## src/rtl/breath_led_multi_if.sv

```systemverilog
// Signal bundle between the key conditioning logic and the breathing-LED controller.
// master drives keys/hold and observes the LED side; slave is the controller.
interface breath_led_multi_if #(
    parameter int CHANNELS = 4,
    parameter int PWM_BITS = 4,
    parameter int LW       = 4
);
    logic                key_up;
    logic                key_down;
    logic                hold;
    logic [CHANNELS-1:0] led;
    logic [LW-1:0]       level;
    logic [PWM_BITS-1:0] duty_mon;

    modport master (
        output key_up, key_down, hold,
        input  led, level, duty_mon
    );

    modport slave (
        input  key_up, key_down, hold,
        output led, level, duty_mon
    );
endinterface

```

## src/rtl/breath_led_multi.sv

```systemverilog
// Multi-channel breathing LED: per-channel triangle duty ramp driving PWM, shared key-adjusted speed.
// Latency: led one clock after pwm_cnt/duty; level one clock after the key edge cycle.
// Backpressure: none; hold freezes the duty ramps while PWM and key handling keep running.
module breath_led_multi #(
    parameter int CHANNELS = 4,
    parameter int PWM_BITS = 4,
    parameter int SPD_MAX  = 15,
    parameter int SPD_INIT = 8,
    parameter int LW       = $clog2(SPD_MAX + 1)
) (
    input  logic               clk,
    input  logic               rst,
    breath_led_multi_if.slave  bus
);
    localparam logic [PWM_BITS-1:0] PMAX     = '1;
    localparam logic [LW-1:0]       LVL_MAX  = LW'(SPD_MAX);
    localparam logic [LW-1:0]       LVL_INIT = LW'(SPD_INIT);

    logic [PWM_BITS-1:0] pwm_cnt;
    logic [LW-1:0]       pre_cnt;
    logic [LW-1:0]       level_q;
    logic                key_up_q;
    logic                key_down_q;
    logic                pe;
    logic                up_edge;
    logic                dn_edge;
    logic                step;
    logic [LW-1:0]       thr;
    logic [PWM_BITS-1:0] duty_w [CHANNELS];

    assign pe      = (pwm_cnt == PMAX);
    assign up_edge = bus.key_up & ~key_up_q;
    assign dn_edge = bus.key_down & ~key_down_q;
    assign thr     = LVL_MAX - level_q;
    // >= rather than == so a speed-up that lowers thr below pre_cnt steps at the next period end
    assign step    = pe & ~bus.hold & (pre_cnt >= thr);

    always_ff @(posedge clk) begin
        if (rst) begin
            pwm_cnt    <= '0;
            pre_cnt    <= '0;
            level_q    <= LVL_INIT;
            key_up_q   <= 1'b0;
            key_down_q <= 1'b0;
        end else begin
            pwm_cnt    <= pwm_cnt + 1'b1;
            key_up_q   <= bus.key_up;
            key_down_q <= bus.key_down;
            if (up_edge && !dn_edge && level_q != LVL_MAX) begin
                level_q <= level_q + 1'b1;
            end else if (dn_edge && !up_edge && level_q != '0) begin
                level_q <= level_q - 1'b1;
            end
            if (pe && !bus.hold) begin
                pre_cnt <= step ? '0 : pre_cnt + 1'b1;
            end
        end
    end

    for (genvar i = 0; i < CHANNELS; i++) begin : g_ch
        localparam logic [PWM_BITS-1:0] DUTY_INIT = PWM_BITS'((i * (2 ** PWM_BITS)) / CHANNELS);

        logic [PWM_BITS-1:0] duty_r;
        logic                dir_dn_r;
        logic                led_r;

        always_ff @(posedge clk) begin
            if (rst) begin
                duty_r   <= DUTY_INIT;
                dir_dn_r <= 1'b0;
                led_r    <= 1'b0;
            end else begin
                led_r <= (pwm_cnt < duty_r);
                if (step) begin
                    // turn-around skips the endpoint so no duty value is shown twice in a row
                    if (!dir_dn_r) begin
                        if (duty_r == PMAX) begin
                            dir_dn_r <= 1'b1;
                            duty_r   <= PMAX - 1'b1;
                        end else begin
                            duty_r <= duty_r + 1'b1;
                        end
                    end else begin
                        if (duty_r == '0) begin
                            dir_dn_r <= 1'b0;
                            duty_r   <= {{(PWM_BITS-1){1'b0}}, 1'b1};
                        end else begin
                            duty_r <= duty_r - 1'b1;
                        end
                    end
                end
            end
        end

        assign bus.led[i] = led_r;
        assign duty_w[i]  = duty_r;
    end

    assign bus.level    = level_q;
    assign bus.duty_mon = duty_w[0];
endmodule

```

## src/flat_wrapper.sv

```systemverilog
// flat-port wrapper written by rule: the top's interface ports become plain ports
module breath_led_multi_flat 
#(
    parameter int CHANNELS = 4,
    parameter int PWM_BITS = 4,
    parameter int SPD_MAX  = 15,
    parameter int SPD_INIT = 8,
    parameter int LW       = $clog2(SPD_MAX + 1)
)
  (clk, rst, bus_key_up, bus_key_down, bus_hold, bus_led, bus_level, bus_duty_mon);
  breath_led_multi_if #(.CHANNELS(CHANNELS), .PWM_BITS(PWM_BITS), .LW(LW)) bus_i ();
  input  logic clk;
  input  logic rst;
  input wire logic [$bits(bus_i.key_up)-1:0] bus_key_up;
  input wire logic [$bits(bus_i.key_down)-1:0] bus_key_down;
  input wire logic [$bits(bus_i.hold)-1:0] bus_hold;
  output wire logic [$bits(bus_i.led)-1:0] bus_led;
  output wire logic [$bits(bus_i.level)-1:0] bus_level;
  output wire logic [$bits(bus_i.duty_mon)-1:0] bus_duty_mon;
  assign bus_i.key_up = bus_key_up;
  assign bus_i.key_down = bus_key_down;
  assign bus_i.hold = bus_hold;
  assign bus_led = bus_i.led;
  assign bus_level = bus_i.level;
  assign bus_duty_mon = bus_i.duty_mon;
  breath_led_multi #(.CHANNELS(CHANNELS), .PWM_BITS(PWM_BITS), .SPD_MAX(SPD_MAX), .SPD_INIT(SPD_INIT), .LW(LW)) u_core (.clk(clk), .rst(rst), .bus(bus_i));
endmodule
```

## config.mk

```make
export PLATFORM = sky130hd
export DESIGN_NAME = breath_led_multi_flat
export DESIGN_NICKNAME = d
export VERILOG_FILES = /design/src/rtl/breath_led_multi_if.sv /design/src/rtl/breath_led_multi.sv /design/src/flat_wrapper.sv
export SDC_FILE = /design/constraint.sdc
export NUM_CORES = 1
export LEC_CHECK = 0
export CORE_UTILIZATION = 55
export DETAILED_ROUTE_END_ITERATION = 8
export GPL_ROUTABILITY_DRIVEN = 0
export GPL_TIMING_DRIVEN = 0
export PLACE_DENSITY = 0.8
export SYNTH_ARGS = -nofsm -noshare
export SYNTH_HDL_FRONTEND = slang
export SYNTH_SLANG_ARGS = --single-unit
```

## constraint.sdc

```tcl
create_clock -name clk -period 4.45 [get_ports clk]
set_clock_uncertainty 0.15 [all_clocks]
set_input_delay 1.335 -clock clk [delete_from_list [all_inputs] [get_ports clk]]
set_output_delay 1.335 -clock clk [all_outputs]
set_load 0.02 [all_outputs]
```

==> results.json <==
{
  "setup_tns_ns": 0,
  "n_fill_cell": 396,
  "postRouteAntennaNets": 0,
  "synth_edf_count": 0,
  "fp.coreArea_um2": 4790,
  "synth_ff_type": "dfxtp_1",
  "max_clock_freq_mhz": 294,
  "grt_max_degree": 12,
  "drc": 0,
  "port_buffers": 16,
  "power_mw": 0.734,
  "multi_input_area_um2": 1720,
  "grt_usage_pct": 24.3,
  "post_dp_cell_area_um2": 3000,
  "diodes": 0,
  "hp-class": "reg2reg",
  "avgRoutedWirePerCell_um": 14.9,
  "io_pins": 17,
  "cts_root_buf": "clkbuf_8",
  "dp_slack_ns": 0.747,
  "start_util_pct": 57.6,
  "place_hpwl_mm": 4.32,
  "worst_pin_slew_ns": 0.546,
  "post-route-min-period_ns": 3.41,
  "crit_required_ns": 4.52,
  "drt_iter0_markers": 124,
  "synth_top_area_share_pct": 27.6,
  "drtPass1Iterations": 4,
  "cts_setup_buffers": 0,
  "syn_area_um2": 2760,
  "final-seq-area_um2": 761,
  "layout-drive-gt1-share_pct": 10.3,
  "cpPeakStageDelay_ns": 0.46,
  "cpMostUsedCell": "mux2i_1",
  "outcome": "finished, final reports clean",
  "critPathKind": "in2reg",
  "dieWidth_um": 72.8,
  "cts_made_buffers": 5,
  "grt_pass1_wl_mm": 9.82,
  "post-place-cells": 399,
  "crit_chain": "clkdlybuf4s50_1 > nor2b_1 > and3_1 > inv_1 > ha_1 > a21o_1 > a21oi_1 > mux2i_1 > mux2i_1",
  "drt_wl_total_mm": 6.05,
  "antenna_found_initial": 0,
  "fin_util_pct": 64.6,
  "async_flop_share_pct": 0,
  "hold_viol_final": 0,
  "final_area_um2": 3090,
  "slew_headroom_pct": 63.6,
  "die_h_um": 72.8,
  "fin_cells": 407,
  "ys_ff_latch": 38,
  "setup_violations": 0,
  "cts_resized": 0,
  "grt_overflow": 0,
  "synth_area_leader_cell": "dfxtp_1",
  "end_kind": "register",
  "hold_buffers": 0,
  "die_area_um2": 5300,
  "ys_top_cells_by_count": "dfxtp_1, ha_1, a21oi_1, inv_1",
  "grt_pass1_vias": 2089,
  "setup_ws_ns": 1.04,
  "synth.distinct_cells": 44,
  "cts.sinks": 38,
  "viasPerCell": 5.82,
  "dr_total_vias": 2369,
  "slew_violations": 0,
  "syn_inst": 316,
  "synth_area_leaders": "dfxtp_1, ha_1, mux2i_1",
  "p_per_area_nw_per_um2": 238,
  "yosysSeqAreaShare_pct": 27.6,
  "cts_buffer_depth": 2,
  "ys_warn_count": 0,
  "clk_pin_slew_ns": 0.08,
  "cts_tree": "built",
  "crit_slowest_cell": "clkdlybuf4s50_1",
  "rsz0062_at_grt": "false",
  "avgSynthCellArea_um2": 8.72,
  "rows": 25,
  "hold_slack_ns": 0.372,
  "p_leak_nw": 1.30,
  "syn_nets": 354,
  "crit_arrival_ns": 3.48,
  "syn_to_final_growth_pct": 12.2,
  "startpoint_type": "input pin",
  "htree_num_levels": 2,
  "cap_violations": 0,
  "cp_max_fo": 6,
  "ir_drop_v": 0.000209,
  "min_period_over_period_pct": 76.5,
  "final_nets": 377,
  "synth_most_common_cell": "dfxtp_1",
  "clk_latency_ns": 0.29
}
-- routing by layer --
metal  wire (um)  GRT usage, %
met2        2890          38.0
met4          51          7.41
met3         207          5.39
met5           0             0
met1        2900          33.4
-- cell usage in the layout, fill, tap and decap left out, types with 2 or more instances in the layout --
cell type	count
and3_2	3
a211o_1	4
nor2b_2	2
nor3_1	15
inv_1	20
and3_1	3
a21o_1	9
xor2_1	4
buf_2	4
or3_1	2
nor2b_1	6
ha_1	32
nor4_1	3
o21ai_0	6
nor3b_1	2
a22oi_1	2
o31ai_1	2
mux2i_1	17
buf_6	5
a31oi_1	8
nand2_1	6
xnor2_1	2
a21oi_1	28
clkdlybuf4s50_1	16
nand4_1	2
nand2b_1	10
nand3_1	12
dfxtp_1	38
clkbuf_1	8
o21a_1	3
a211oi_1	10
or4_1	6
a311o_1	2
clkbuf_8	10
nor2_1	17
a22o_1	3
o41ai_1	4
buf_4	6
-- report_power, final --
group / switching [mW] / total, mW / internal (mW)
logic: 0.0603 / 0.118 / 0.0575
clock network: 0.123 / 0.248 / 0.125
registers: 0.0167 / 0.368 / 0.352
total: 0.200 / 0.734 / 0.534
-- kinds of logic (layout without fill, tap and decap cells) --
group,after synthesis,after routing,synth area share (%)
AO/OA/AOI/OAI,82,82,19.9
XOR/XNOR,6,6,1.91
adder cells (fa/ha/maj),33,33,15.3
buffers and inverters,46,70,10.1
flip-flops,38,38,27.6
multiplexers,17,17,6.17
AND/OR/NAND/NOR,94,94,19.1
-- final timing paths --
path,to,slack [ns],startpoint,cells after the start
worst max register to register,u_core.bus.duty_mon[1]$_SDFFE_PP0P_,1.99,u_core.bus.level[0]$_SDFFE_PP0P_,7
worst min-delay path,u_core.pwm_cnt[0]$_SDFF_PP0_,0.37,u_core.pwm_cnt[0]$_SDFF_PP0_,1
worst max-delay path,u_core.bus.level[3]$_SDFFE_PP1P_,1.04,bus_key_up,9
worst min register to register,u_core.pwm_cnt[0]$_SDFF_PP0_,0.37,u_core.pwm_cnt[0]$_SDFF_PP0_,1
-- registers in the layout, summed over array words and instances, names as in the netlist --
register              cells
u_core.key_up_q           1
u_core.g_ch.dir_dn_r      4
u_core.pre_cnt            4
u_core.g_ch.duty_r       12
u_core.g_ch.led_r         4
u_core.key_down_q         1
u_core.bus.duty_mon       4
u_core.pwm_cnt            4
u_core.bus.level          4
-- critical path, delay by kind of cell --
kind	cells	cell delay, ns
buf+inv	2	0.61
simple gates	2	0.47
mux	2	0.42
compound gates	2	0.34
fa+ha+maj	1	0.30
-- layout make-up --
class,instances,area share [%]
Multi-Input combinational cell,232,55.6
Sequential cell,38,24.6
Clock buffer,7,2.79
Clock inverter,1,0.162
Timing Repair Buffer,16,5.18
Buffer,26,6.56
Tap cell,67,2.71
Inverter,20,2.43
Power figures use the tool's default switching activity.
